**src/rtl/eeg_pea_eng_feeder_if.sv**
```systemverilog
// Operand stream bundle for one EEG_PEA_ENG processing element:
// the activation RAM read port plus the PE beat stream.
interface eeg_pea_eng_feeder_if #(
    parameter int DATA_ACT_DW = 8,
    parameter int DATA_WEI_DW = 8,
    parameter int ARAM_ADD_AW = 10,
    parameter int CONV_WEI_DW = 3
);
    logic                   aram_rd_en;
    logic [ARAM_ADD_AW-1:0] aram_rd_add;
    logic [DATA_ACT_DW-1:0] aram_rd_dat;
    logic                   din_vld;
    logic                   din_rdy;
    logic [DATA_ACT_DW-1:0] act_dat;
    logic [ARAM_ADD_AW-1:0] act_add;
    logic [DATA_WEI_DW-1:0] wei_dat;
    logic [CONV_WEI_DW-1:0] wei_idx;
    logic                   act_lst;
    logic                   wei_lst;

    modport master (
        output aram_rd_en, aram_rd_add,
        input  aram_rd_dat,
        output din_vld,
        input  din_rdy,
        output act_dat, act_add, wei_dat, wei_idx, act_lst, wei_lst
    );

    modport slave (
        input  aram_rd_en, aram_rd_add,
        output aram_rd_dat,
        input  din_vld,
        output din_rdy,
        input  act_dat, act_add, wei_dat, wei_idx, act_lst, wei_lst
    );
endinterface

```
**src/rtl/eeg_pea_eng_feeder.sv**
```systemverilog
// Operand feeder for one PE: prefetches activations from ARAM into a 2-entry
// buffer and expands each into per-weight beats for the PE accumulator.
module eeg_pea_eng_feeder #(
    parameter int DATA_ACT_DW = 8,
    parameter int DATA_WEI_DW = 8,
    parameter int ARAM_ADD_AW = 10,
    parameter int CONV_WEI_DW = 3,
    parameter int CONV_RUN_DW = 3
) (
    input  logic                   clk,
    input  logic                   rst_n,
    output logic                   is_idle,
    output logic                   done,
    input  logic                   cfg_start,
    input  logic [ARAM_ADD_AW-1:0] cfg_act_base,
    input  logic [ARAM_ADD_AW-1:0] cfg_act_len,
    input  logic [CONV_RUN_DW-1:0] cfg_conv_run,
    input  logic [CONV_WEI_DW-1:0] cfg_conv_wei,
    input  logic                   cfg_skip_zero,
    input  logic                   wei_wr_en,
    input  logic [CONV_WEI_DW-1:0] wei_wr_idx,
    input  logic [DATA_WEI_DW-1:0] wei_wr_dat,
    eeg_pea_eng_feeder_if.master   bus
);
    localparam int WEI_DEPTH = 1 << CONV_WEI_DW;

    typedef enum logic [1:0] {S_IDLE, S_RUN, S_DONE} state_t;
    state_t state_q, state_d;

    logic [ARAM_ADD_AW-1:0] len_q;
    logic [CONV_RUN_DW-1:0] run_q;
    logic [CONV_WEI_DW-1:0] wei_q;
    logic                   skip_q;
    logic [DATA_WEI_DW-1:0] wreg [WEI_DEPTH];

    logic [ARAM_ADD_AW-1:0] rd_add_q, rd_cnt_q, pend_add_q, pop_cnt_q;
    logic                   pend_q, wp_q, rp_q;
    logic [1:0]             cnt_q;
    logic [DATA_ACT_DW-1:0] fifo_dat [2];
    logic [ARAM_ADD_AW-1:0] fifo_add [2];
    logic [CONV_WEI_DW-1:0] cur_k_q, sel_k;
    logic [WEI_DEPTH-1:0]   wmask;
    logic                   sel_found, wei_more;
    logic [DATA_ACT_DW-1:0] head_dat;
    logic [ARAM_ADD_AW-1:0] head_add;
    logic                   have_act, load, pop, rd_en, start, final_hs;
    logic [2:0]             occ;

    assign start    = (state_q == S_IDLE) && cfg_start;
    assign final_hs = bus.din_vld && bus.din_rdy && bus.act_lst && bus.wei_lst;
    assign is_idle  = (state_q == S_IDLE);
    assign done     = (state_q == S_DONE);

    always_ff @(posedge clk or negedge rst_n) begin
        if (!rst_n) state_q <= S_IDLE;
        else        state_q <= state_d;
    end

    always_comb begin
        state_d = state_q;
        case (state_q)
            S_IDLE:  if (cfg_start) state_d = (cfg_act_len == '0) ? S_DONE : S_RUN;
            S_RUN:   if (final_hs)  state_d = S_DONE;
            S_DONE:  state_d = S_IDLE;
            default: state_d = S_IDLE;
        endcase
    end

    always_ff @(posedge clk or negedge rst_n) begin
        if (!rst_n) begin
            len_q  <= '0;
            run_q  <= '0;
            wei_q  <= '0;
            skip_q <= 1'b0;
            for (int i = 0; i < WEI_DEPTH; i++) wreg[i] <= '0;
        end else if (state_q == S_IDLE) begin
            if (cfg_start) begin
                len_q  <= cfg_act_len;
                run_q  <= (cfg_conv_run == '0) ? CONV_RUN_DW'(1) : cfg_conv_run;
                wei_q  <= (cfg_conv_wei == '0) ? CONV_WEI_DW'(1) : cfg_conv_wei;
                skip_q <= cfg_skip_zero;
            end
            if (wei_wr_en) wreg[wei_wr_idx] <= wei_wr_dat;
        end
    end

    // Weight schedule: the emitted indices are the same for every activation.
    always_comb begin
        wmask     = '0;
        sel_k     = '0;
        sel_found = 1'b0;
        wei_more  = 1'b0;
        for (int i = 0; i < WEI_DEPTH; i++)
            if (i < int'(wei_q) && (!skip_q || wreg[i] != '0)) wmask[i] = 1'b1;
        if (wmask == '0) wmask[0] = 1'b1;
        for (int i = 0; i < WEI_DEPTH; i++) begin
            if (wmask[i] && i >= int'(cur_k_q)) begin
                if (!sel_found) begin
                    sel_k     = CONV_WEI_DW'(i);
                    sel_found = 1'b1;
                end else begin
                    wei_more  = 1'b1;
                end
            end
        end
    end

    // An empty buffer is bypassed so returning RAM data can be beaten out at once.
    assign head_dat = (cnt_q != '0) ? fifo_dat[rp_q] : bus.aram_rd_dat;
    assign head_add = (cnt_q != '0) ? fifo_add[rp_q] : pend_add_q;
    assign have_act = (cnt_q != '0) || pend_q;
    assign load     = (state_q == S_RUN) && have_act && (!bus.din_vld || bus.din_rdy);
    assign pop      = load && !wei_more;
    assign occ      = 3'(cnt_q) + 3'(pend_q) - 3'(pop);
    assign rd_en    = (state_q == S_RUN) && (rd_cnt_q != len_q) && (occ < 3'd2);

    assign bus.aram_rd_en  = rd_en;
    assign bus.aram_rd_add = rd_add_q;

    // Stage p0: ARAM read issue, data return and prefetch buffer.
    always_ff @(posedge clk or negedge rst_n) begin
        if (!rst_n) begin
            rd_add_q   <= '0;
            rd_cnt_q   <= '0;
            pend_add_q <= '0;
            pop_cnt_q  <= '0;
            pend_q     <= 1'b0;
            wp_q       <= 1'b0;
            rp_q       <= 1'b0;
            cnt_q      <= '0;
            cur_k_q    <= '0;
            for (int i = 0; i < 2; i++) begin
                fifo_dat[i] <= '0;
                fifo_add[i] <= '0;
            end
        end else if (start) begin
            rd_add_q  <= cfg_act_base;
            rd_cnt_q  <= '0;
            pop_cnt_q <= '0;
            pend_q    <= 1'b0;
            wp_q      <= 1'b0;
            rp_q      <= 1'b0;
            cnt_q     <= '0;
            cur_k_q   <= '0;
        end else begin
            pend_q <= rd_en;
            if (rd_en) begin
                rd_add_q   <= rd_add_q + ARAM_ADD_AW'(run_q);
                rd_cnt_q   <= rd_cnt_q + ARAM_ADD_AW'(1);
                pend_add_q <= rd_add_q;
            end
            if (pend_q) begin
                fifo_dat[wp_q] <= bus.aram_rd_dat;
                fifo_add[wp_q] <= pend_add_q;
                wp_q           <= ~wp_q;
            end
            if (pop) begin
                rp_q      <= ~rp_q;
                pop_cnt_q <= pop_cnt_q + ARAM_ADD_AW'(1);
            end
            cnt_q <= cnt_q + 2'(pend_q) - 2'(pop);
            if (load) cur_k_q <= pop ? '0 : sel_k + CONV_WEI_DW'(1);
        end
    end

    // Stage p1: registered beat towards the PE, held while stalled.
    always_ff @(posedge clk or negedge rst_n) begin
        if (!rst_n) begin
            bus.din_vld <= 1'b0;
            bus.act_dat <= '0;
            bus.act_add <= '0;
            bus.wei_dat <= '0;
            bus.wei_idx <= '0;
            bus.act_lst <= 1'b0;
            bus.wei_lst <= 1'b0;
        end else if (load) begin
            bus.din_vld <= 1'b1;
            bus.act_dat <= head_dat;
            bus.act_add <= head_add;
            bus.wei_dat <= wreg[sel_k];
            bus.wei_idx <= sel_k;
            bus.act_lst <= (pop_cnt_q == len_q - ARAM_ADD_AW'(1));
            bus.wei_lst <= !wei_more;
        end else if (bus.din_rdy) begin
            bus.din_vld <= 1'b0;
            bus.act_lst <= 1'b0;
            bus.wei_lst <= 1'b0;
        end
    end
endmodule
```
**src/flat_wrapper.sv**
```systemverilog
// flat-port wrapper written by rule: the top's interface ports become plain ports
module eeg_pea_eng_feeder_flat 
#(
    parameter int DATA_ACT_DW = 8,
    parameter int DATA_WEI_DW = 8,
    parameter int ARAM_ADD_AW = 10,
    parameter int CONV_WEI_DW = 3,
    parameter int CONV_RUN_DW = 3
)
  (clk, rst_n, is_idle, done, cfg_start, cfg_act_base, cfg_act_len, cfg_conv_run, cfg_conv_wei, cfg_skip_zero, wei_wr_en, wei_wr_idx, wei_wr_dat, bus_aram_rd_en, bus_aram_rd_add, bus_aram_rd_dat, bus_din_vld, bus_din_rdy, bus_act_dat, bus_act_add, bus_wei_dat, bus_wei_idx, bus_act_lst, bus_wei_lst);
  eeg_pea_eng_feeder_if #(.DATA_ACT_DW(DATA_ACT_DW), .DATA_WEI_DW(DATA_WEI_DW), .ARAM_ADD_AW(ARAM_ADD_AW), .CONV_WEI_DW(CONV_WEI_DW)) bus_i ();
  input  logic clk;
  input  logic rst_n;
  output logic is_idle;
  output logic done;
  input  logic cfg_start;
  input  logic [ARAM_ADD_AW-1:0] cfg_act_base;
  input  logic [ARAM_ADD_AW-1:0] cfg_act_len;
  input  logic [CONV_RUN_DW-1:0] cfg_conv_run;
  input  logic [CONV_WEI_DW-1:0] cfg_conv_wei;
  input  logic cfg_skip_zero;
  input  logic wei_wr_en;
  input  logic [CONV_WEI_DW-1:0] wei_wr_idx;
  input  logic [DATA_WEI_DW-1:0] wei_wr_dat;
  output wire logic [$bits(bus_i.aram_rd_en)-1:0] bus_aram_rd_en;
  output wire logic [$bits(bus_i.aram_rd_add)-1:0] bus_aram_rd_add;
  input wire logic [$bits(bus_i.aram_rd_dat)-1:0] bus_aram_rd_dat;
  output wire logic [$bits(bus_i.din_vld)-1:0] bus_din_vld;
  input wire logic [$bits(bus_i.din_rdy)-1:0] bus_din_rdy;
  output wire logic [$bits(bus_i.act_dat)-1:0] bus_act_dat;
  output wire logic [$bits(bus_i.act_add)-1:0] bus_act_add;
  output wire logic [$bits(bus_i.wei_dat)-1:0] bus_wei_dat;
  output wire logic [$bits(bus_i.wei_idx)-1:0] bus_wei_idx;
  output wire logic [$bits(bus_i.act_lst)-1:0] bus_act_lst;
  output wire logic [$bits(bus_i.wei_lst)-1:0] bus_wei_lst;
  assign bus_aram_rd_en = bus_i.aram_rd_en;
  assign bus_aram_rd_add = bus_i.aram_rd_add;
  assign bus_i.aram_rd_dat = bus_aram_rd_dat;
  assign bus_din_vld = bus_i.din_vld;
  assign bus_i.din_rdy = bus_din_rdy;
  assign bus_act_dat = bus_i.act_dat;
  assign bus_act_add = bus_i.act_add;
  assign bus_wei_dat = bus_i.wei_dat;
  assign bus_wei_idx = bus_i.wei_idx;
  assign bus_act_lst = bus_i.act_lst;
  assign bus_wei_lst = bus_i.wei_lst;
  eeg_pea_eng_feeder #(.DATA_ACT_DW(DATA_ACT_DW), .DATA_WEI_DW(DATA_WEI_DW), .ARAM_ADD_AW(ARAM_ADD_AW), .CONV_WEI_DW(CONV_WEI_DW), .CONV_RUN_DW(CONV_RUN_DW)) u_core (.clk(clk), .rst_n(rst_n), .is_idle(is_idle), .done(done), .cfg_start(cfg_start), .cfg_act_base(cfg_act_base), .cfg_act_len(cfg_act_len), .cfg_conv_run(cfg_conv_run), .cfg_conv_wei(cfg_conv_wei), .cfg_skip_zero(cfg_skip_zero), .wei_wr_en(wei_wr_en), .wei_wr_idx(wei_wr_idx), .wei_wr_dat(wei_wr_dat), .bus(bus_i));
endmodule
```
**config.mk**
```make
export PLATFORM = sky130hd
export DESIGN_NAME = eeg_pea_eng_feeder_flat
export DESIGN_NICKNAME = d
export VERILOG_FILES = /design/src/rtl/eeg_pea_eng_feeder_if.sv /design/src/rtl/eeg_pea_eng_feeder.sv /design/src/flat_wrapper.sv
export SDC_FILE = /design/constraint.sdc
export NUM_CORES = 1
export LEC_CHECK = 0
export CAP_MARGIN = 10
export CORE_MARGIN = 4
export CORE_UTILIZATION = 40
export DETAILED_ROUTE_END_ITERATION = 6
export PLACE_DENSITY = 0.55
export SYNTH_ARGS = -nofsm -noshare
export SYNTH_HDL_FRONTEND = slang
export SYNTH_SLANG_ARGS = --single-unit
```
**constraint.sdc**
```tcl
create_clock -name clk -period 9.1 [get_ports clk]
set_input_delay 2.73 -clock clk [delete_from_list [all_inputs] [get_ports clk]]
set_output_delay 2.73 -clock clk [all_outputs]
set_load 0.02 [all_outputs]
```
==> flow_summary_export.csv, run 1 <==
group,metric,value,unit
status,status,"finished, final reports clean",
floorplan,start_util,40.9,%
setup_path,arrival,5880,ps
drt,finalWirelength,22600,um
cts,root_buffer,"clkbuf_16",
setup_path,r2r_end,"u_core.bus.aram_rd_add[9]",
sta,tns,0,ps
yosys,synth_nets,937,
drt,ant_nets,0,
sta,final.hold.worst_slack,466,ps
finish,layout-drive-gt1-share,18.0,%
setup_path,cpPeakStageDelay,680,ps
global_routing,antenna_found_initial,0,
drt,wl_per_cell,17.5,um
yosys,synth_commonest_cells,"dfrtp_1 (197), nand2_1 (129), mux2_2 (115)",
drt,drc,0,
yosys,synth_top_area_cell,"dfrtp_1",
yosys,synth_area_per_cell,11.0,sq um
setup_path,path_max_fanout,3,
yosys,synthArstFlopShare,100,%
cts,cts_num_sinks,197,
sta,drv_slew,0,
yosys,synthCells,875,
setup_path,path_delay_family,"buffers and inverters",
floorplan,die_area,26600,sq um
global_routing,grt_pass1_wl,37800,um
cts,clk_latency,430,ps
place,numPortBuffers,95,
min_path,whs_path_depth,1,
yosys,ys.flop_type,"dfrtp_1",
yosys,yosysTopAreaCellShare,51.2,%
sta,tightest_slew,1140,ps
global_routing,overflow,0,
drt,num_vias,6742,
yosys,synth_edf_count,0,
run,max-cap-violations,0,
setup_path,cp_num_buf_inv,4,
cts,cts_tree,"built",
finish,syn_to_final_growth,19.5,%
finish,n_antenna_cell,0,
floorplan,die_w,163,um
cts,clockBufferDepth,2,
drt,drt_pass1_iterations,4,
floorplan,core-area,23500,sq um
setup_path,rrSetupSlack,4270,ps
sta,hold_violations,0,
yosys,netlist_area,9620,sq um
sta,fmax,0.116,GHz
cts,post-cts-setup-buffer-count,0,
cts,cts-buffers-inserted,17,
place,dp_hpwl,15800,um
finish,nets,1022,
cts,htreeDepth,4,
pwr,ir_drop,0.000161,V
cts,ctsHoldBuffers,0,
cts,post_cts_resized,0,
sta,maxSlewHeadroom,23.9,%
global_routing,grt_start_max_net_pins,75,
min_path,hp-class,"reg2reg",
drt,drt_iter0_markers,346,
sta,rsz0062_at_grt,"false",
sta,finalCriticalPeriod,8610,ps
setup_path,start_kind,"primary input",
sta,skew,20.9,ps
pwr,power.leakage,0.00514,uW
place,place_congestion,0.796,
global_routing,grtUsageTotal,17.7,%
sta,setup_viol_count_final,0,
yosys,synth_area_leaders,"dfrtp_1 (51%), mux2_2 (13%), nand2_1 (5.0%), mux2i_1 (5.0%), o21ai_0 (3.1%)",
yosys,ys_seq_area_share,51.2,%
yosys,ys_types,66,
setup_path,regToRegStartpoint,"u_core.wreg[21]",
yosys,ys_seq_elements,197,
setup_path,cp-end-kind,"primary output",
floorplan,io-pin-count,96,
cts,cts.clk_slew.worst_paths,80,ps
min_path,holdPathEnd,"u_core.state_q[0]",
yosys,yosysMostFrequentCell,"dfrtp_1",
floorplan,die_y,163,um
setup_path,setup.worst_path.class,"in2out",
setup_path,ff2ff_path_depth,17,
setup_path,required,6370,ps
setup_path,path_cells,"clkdlybuf4s50_1 -> nand2b_1 -> nor2b_1 -> o211ai_2 -> inv_1 -> ha_1 -> inv_1 -> ha_1 -> fa_1 -> nor4_2 -> clkdlybuf4s50_1",
sta,finalCritPeriodShare,94.6,%
floorplan,rows,56,
drt,avgViaCountPerCell,5.22,
yosys,yosysWarnings,0,
setup_path,slowest_stage,"clkdlybuf4s50_1",
pwr,power_density,385,nW/um^2
min_path,min_from,"u_core.state_q[1]",
global_routing,grt_pass1_vias,6879,
[layer usage]
layer | wire length (um) | up-vias | GRT usage (%)
met5 | 0 | - | 0
met4 | 175 | 0 | 3.89
met3 | 751 | 11 | 2.80
met2 | 10700 | 114 | 28.9
met1 | 11000 | 3324 | 25.2
li1 | - | 3293 | -
[power breakdown]
group | total (uW) | internal, uW | leakage [uW] | switching [uW]
clock network | 759 | 392 | 0.000287 | 366
logic | 2050 | 1000 | 0.00233 | 1050
registers | 1620 | 1260 | 0.00252 | 362
[registers in the layout, summed over array words and instances, names as in the netlist, 8 cells and up]
register and flops:
u_core.pop_cnt_q 10, u_core.fifo_dat 16, u_core.len_q 10, u_core.wreg 62
u_core.fifo_add 20, u_core.bus.aram_rd_add 10, u_core.bus.wei_dat 8, u_core.rd_cnt_q 10
u_core.bus.act_add 10, u_core.bus.act_dat 8, u_core.pend_add_q 10
[logic make-up (layout without fill, tap and decap cells)]
group	after synthesis	after routing	share of synthesized area, %
DFF	197	197	51.2
muxes	163	163	18.5
and+or+nand+nor	265	265	13.1
buffers and inverters	58	156	2.52
adders and majority gates	11	11	1.59
xor gates and xnor gates	40	40	3.64
AOI/OAI and AO/OA	141	141	9.46
[cell usage in the layout (no fill, tap or decap), types with 21 or more instances in the layout]
master,count
xnor2_1,25
dfrtp_1,197
mux2i_1,48
clkdlybuf4s50_1,94
mux2_2,115
nor2_1,38
nand3_1,21
o21ai_0,59
nand2_1,129
[worst reg2reg max path: cells and delay by family (launching register included)]
kind,cells,cell delay [ps]
AOI/OAI and AO/OA,5,930
adders and majority gates,3,980
DFF,1,410
xor gates and xnor gates,1,160
and+or+nand+nor,5,1770
buffers and inverters,3,520
[layout make-up]
class / instances / area (sq um)
inverter: 18 / 67.6
clock buffer: 18 / 429
timing repair buffer: 106 / 1040
sequential: 197 / 4930
clock inverter: 14 / 161
tap: 319 / 399
fill: 2230 / 12100
multi-input combinational: 620 / 4470
[worst max path at each step]
stage	end	from	slack, ps	cells past startpoint
floorplan	bus_aram_rd_en	bus_din_rdy	960	13
global placement	bus_aram_rd_en	bus_din_rdy	490	11
detailed placement	bus_aram_rd_en	bus_din_rdy	460	11
CTS	bus_aram_rd_en	bus_din_rdy	450	11
global route	bus_aram_rd_en	bus_din_rdy	340	11
finish	bus_aram_rd_en	bus_din_rdy	490	11
[per-stage QoR]
stage / util, % / std cells / area [sq um] / setup slack [ps] / total power, uW
3_5_place_dp: 46.3 / 1260 / 10900 / 465 / 3720
6_report: 48.8 / 1292 / 11500 / 490 / 4430
5_1_grt: 48.8 / 1292 / 11500 / 340 / 4780
2_1_floorplan: - / 875 / 9620 / 961 / 3060
4_1_cts: 48.8 / 1292 / 11500 / 446 / 4490
3_3_place_gp: 46.3 / 1260 / 10900 / 487 / 3680
(Power assumes the default switching activity.)
==> inputs of run 2 (changes only) <==
- MAX_ROUTING_LAYER: not set -> met4
==> run 2 against run 1 <==
Combinational power about the same. Highest routed layer unchanged. Largest cell class unchanged. Register-to-register slack improved by 30 ps. Critical path type unchanged. Via count down 0.67%. Final area unchanged.
==> flow_summary_export.csv, run 2 (synthesis gave the netlist of run 1 again) <==
group,metric,value,unit
run,max-cap-violations,0,
status,status,"finished, final reports clean",
cts,clockBufferDepth,2,
sta,finalCriticalPeriod,8610,ps
pwr,power_density,386,nW/um^2
sta,fmax,0.116,GHz
setup_path,slowest_stage,"clkdlybuf4s50_1",
cts,cts.clk_slew.worst_paths,80,ps
setup_path,path_max_fanout,3,
drt,finalWirelength,22700,um
cts,cts_num_sinks,197,
setup_path,cpPeakStageDelay,680,ps
cts,clk_latency,430,ps
finish,top_register,"u_core.wreg",
finish,nets,1022,
cts,post_cts_resized,0,
finish,layout_commonest_cell,"dfrtp_1",
finish,nFillCells,2230,
setup_path,rrSetupSlack,4300,ps
min_path,hp-class,"reg2reg",
place,numPortBuffers,95,
finish,layout-drive-gt1-share,18.0,%
drt,avgViaCountPerCell,5.18,
place,place_ws,465,ps
global_routing,grt_pass1_vias,6853,
floorplan,io-pin-count,96,
global_routing,antenna_found_initial,0,
finish,top_regs,"u_core.wreg (62), u_core.fifo_add (20), u_core.fifo_dat (16)",
setup_path,required,6370,ps
place,dp_hpwl,15800,um
sta,finalCritPeriodShare,94.6,%
drt,ant_nets,0,
floorplan,die_y,163,um
finish,stdcell_area,11500,sq um
drt,wl_per_cell,17.5,um
sta,tightest_slew,1150,ps
pwr,total_power,4430,uW
cts,root_buffer,"clkbuf_16",
pwr,ir_drop,0.000162,V
sta,setup_slack,489,ps
floorplan,start_util,40.9,%
floorplan,rows,56,
drt,drt_iter0_markers,354,
sta,skew,21.0,ps
place,place_congestion,0.808,
place,dpl_cell_area,10900,sq um
sta,setup_viol_count_final,0,
cts,htreeDepth,4,
cts,post-cts-setup-buffer-count,0,
sta,tns,0,ps
setup_path,arrival,5880,ps
pwr,power.leakage,0.00514,uW
global_routing,grt_pass1_wl,37800,um
sta,hold_violations,0,
setup_path,start_kind,"primary input",
cts,cts-buffers-inserted,17,
floorplan,die_w,163,um
setup_path,cp-end-kind,"primary output",
sta,final.hold.worst_slack,468,ps
cts,cts_tree,"built",
sta,rsz0062_at_grt,"false",
finish,largest_register_ff_count,62,
finish,layout_common_cells,"dfrtp_1 (197), nand2_1 (129), mux2_2 (115)",
global_routing,overflow,0,
drt,num_vias,6697,
setup_path,path_cells,"clkdlybuf4s50_1 -> nand2b_1 -> nor2b_1 -> o211ai_2 -> inv_1 -> ha_1 -> inv_1 -> ha_1 -> fa_1 -> nor4_2 -> clkdlybuf4s50_1",
floorplan,die_area,26600,sq um
cts,ctsHoldBuffers,0,
floorplan,core-area,23500,sq um
finish,syn_to_final_growth,19.5,%
setup_path,setup.worst_path.class,"in2out",
drt,drc,0,
sta,maxSlewHeadroom,23.6,%
drt,drt_pass1_iterations,4,
sta,drv_slew,0,
global_routing,grt_start_max_net_pins,75,
finish,n_antenna_cell,0,
global_routing,grtUsageTotal,18.3,%
run 2: final timing paths:
path                              startpoint                         to  cells past startpoint
min in group asynchronous              rst_n  u_core.bus.aram_rd_add[2]                      1
max in group asynchronous              rst_n         u_core.fifo_add[6]                      2
hold / removal             u_core.state_q[1]          u_core.state_q[0]                      1
setup reg to reg             u_core.wreg[21]  u_core.bus.aram_rd_add[9]                     17
setup / recovery                 bus_din_rdy             bus_aram_rd_en                     11
hold reg to reg            u_core.state_q[1]          u_core.state_q[0]                      1
run 2: metrics by stage:
step                util [%]  cells
global route            48.8   1292
global placement        46.3   1260
floorplan                  -    875
finish                  48.8   1292
CTS                     48.8   1292
detailed placement      46.3   1260
run 2: layout make-up:
class / instances / area [sq um] / share of cell area, %
inverters: 18 / 67.6 / 0.588
clock buffers: 18 / 429 / 3.73
flip-flops and latches: 197 / 4930 / 42.9
clock inverters: 14 / 161 / 1.40
repair buffers: 106 / 1040 / 9.03
multi-input cells: 620 / 4470 / 38.9
well taps: 319 / 399 / 3.47
run 2: report_power, final:
group	switching (uW)	internal [uW]	total, uW
logic	1050	1000	2050
registers	362	1260	1620
clock network	368	393	760
total	1780	2650	4430
run 2: routing by layer:
metal	track usage [%]	vias to the layer above	routed length, um
met4	3.89	0	173
met5	-	-	0
met3	2.73	10	684
met2	28.7	88	10700
li1	-	3288	-
met1	25.5	3311	11100
run 2: critical path, delay by kind of cell:
family,cells,cell delay [ps]
adders and majority gates,3,850
AOI/OAI and AO/OA,1,120
and+or+nand+nor,3,790
buffers and inverters,4,1380
==> inputs of run 3 (changes only) <==
- CORE_UTILIZATION: 40 -> 35
- CTS_BUF_LIST: not set -> sky130_fd_sc_hd__clkbuf_8
- PLACE_DENSITY: 0.55 -> 0.49
- SLEW_MARGIN: not set -> 25
==> run 3 against run 2 <==
Via count is 0.30% lower. Fmax is 0.53% higher. Worst setup slack better by 45 ps. Clock skew is 13 ps higher. Sequential share of layout area is 0.26 points higher. Worst hold slack better by 12 ps. Highest routed layer unchanged. Utilization is 6.6 points lower.
==> flow_summary_export.csv, run 3 (synthesis gave the netlist of run 1 again) <==
group,metric,value,unit
status,status,"finished, final reports clean",
pwr,power_density,377,nW/um^2
setup_path,crit_start,"bus_din_rdy",
setup_path,required,6370,ps
floorplan,die_y,174,um
drt,avgViaCountPerCell,5.07,
setup_path,start_kind,"primary input",
setup_path,cp-end-kind,"primary output",
global_routing,antenna_found_initial,0,
drt,wl_per_cell,18.0,um
sta,setup_viol_count_final,0,
finish,layout_common_cells,"dfrtp_1 (197), nand2_1 (129), mux2_2 (115)",
sta,maxSlewHeadroom,46.6,%
drt,num_vias,6677,
finish,top_regs,"u_core.wreg (62), u_core.fifo_add (20), u_core.fifo_dat (16)",
finish,final_util,42.3,%
cts,htreeDepth,4,
global_routing,grt_pass1_vias,6644,
sta,finalCriticalPeriod,8570,ps
setup_path,regToRegStartpoint,"u_core.wreg[29]",
setup_path,ff2ff_path_depth,17,
finish,n_antenna_cell,0,
setup_path,setup.worst_path.class,"in2out",
cts,root_buffer,"clkbuf_8",
floorplan,rows,60,
cts,clk_latency,490,ps
setup_path,path_max_fanout,3,
cts,post_cts_resized,0,
global_routing,grt_pass1_wl,38300,um
sta,tns,0,ps
floorplan,core-area,27000,sq um
sta,fmax,0.117,GHz
floorplan,io-pin-count,96,
drt,ant_nets,0,
drt,finalWirelength,23700,um
pwr,power.leakage,0.00509,uW
sta,tightest_slew,800,ps
min_path,min_from,"u_core.state_q[1]",
global_routing,overflow,0,
finish,top_register,"u_core.wreg",
sta,finalCritPeriodShare,94.1,%
place,numPortBuffers,95,
cts,ctsHoldBuffers,0,
sta,drv_slew,0,
place,place_congestion,0.780,
min_path,whs_path_depth,1,
drt,drt_pass1_iterations,4,
finish,nFillCells,2622,
floorplan,die_area,30200,sq um
run,max-cap-violations,0,
floorplan,start_util,35.6,%
cts,post-cts-setup-buffer-count,0,
setup_path,rrSetupSlack,4340,ps
cts,clockBufferDepth,2,
floorplan,die_w,174,um
drt,drt_iter0_markers,269,
pwr,ir_drop,0.000173,V
finish,layout-drive-gt1-share,18.4,%
global_routing,grt_start_max_net_pins,81,
cts,cts-buffers-inserted,17,
min_path,hp-class,"reg2reg",
cts,cts_num_sinks,197,
place,dp_hpwl,16600,um
finish,syn_to_final_growth,18.7,%
setup_path,arrival,5840,ps
cts,cts.clk_slew.worst_paths,110,ps
drt,drc,0,
sta,hold_violations,0,
cts,cts_tree,"built",
finish,layout_commonest_cell,"dfrtp_1",
global_routing,grtUsageTotal,16.2,%
finish,nets,1024,
sta,rsz0062_at_grt,"false",
sta,skew,34.1,ps
finish,largest_register_ff_count,62,
-- run 3: changes by cell type in the layout (fill, tap and decap cells not counted), sizes merged --
cell | previous run | this run
clkinvlp | 1 | 0
inv | 25 | 27
clkbuf | 19 | 18
buf | 11 | 13
-- run 3: path summary, 6_finish.rpt --
check	endpoint
worst max-delay path	bus_aram_rd_en
worst min-delay path	u_core.state_q[0]
worst max register to register	u_core.bus.aram_rd_add[9]
worst min register to register	u_core.state_q[0]
max in group asynchronous	u_core.wei_q[1]
min in group asynchronous	u_core.bus.aram_rd_add[1]
-- run 3: final cells by class --
type	count	area (sq um)	area share, %
multi-input combinational	620	4470	39.2
clock inverter	15	219	1.92
clock buffer	17	234	2.05
timing repair buffer	108	1070	9.39
inverter	18	67.6	0.592
sequential	197	4930	43.2
tap	341	427	3.74
-- run 3: layer usage --
metal,up-vias,share of wire [%],global-route usage (%)
li1,3302,-,-
met1,3249,50,22.9
met2,107,46,24.9
met3,19,3.1,2.66
met4,0,1.1,3.53
met5,-,0,-
-- run 3: critical path: stages --
cell	delay (ps)
clkdlybuf4s50_1	510
nand2b_1	170
nor2b_1	210
o211ai_2	110
inv_1	100
ha_1	230
inv_1	60
ha_1	160
fa_1	460
nor4_2	410
clkdlybuf4s50_1	680
-- run 3: where the power goes --
group / total (uW) / switching [uW] / internal [uW]
registers: 1610 / 354 / 1260
clock network: 625 / 379 / 246
logic: 2070 / 1070 / 1000
-- run 3: stage by stage --
step,area [sq um],instances,hold WS [ps],total power [uW],setup slack (ps)
after floorplan,9620,875,431,3060,961
after global placement,10900,1283,460,3720,459
after detailed placement,10900,1283,465,3740,458
after CTS,11400,1315,478,4370,468
after global routing,11400,1316,504,4670,291
final,11400,1316,479,4310,534
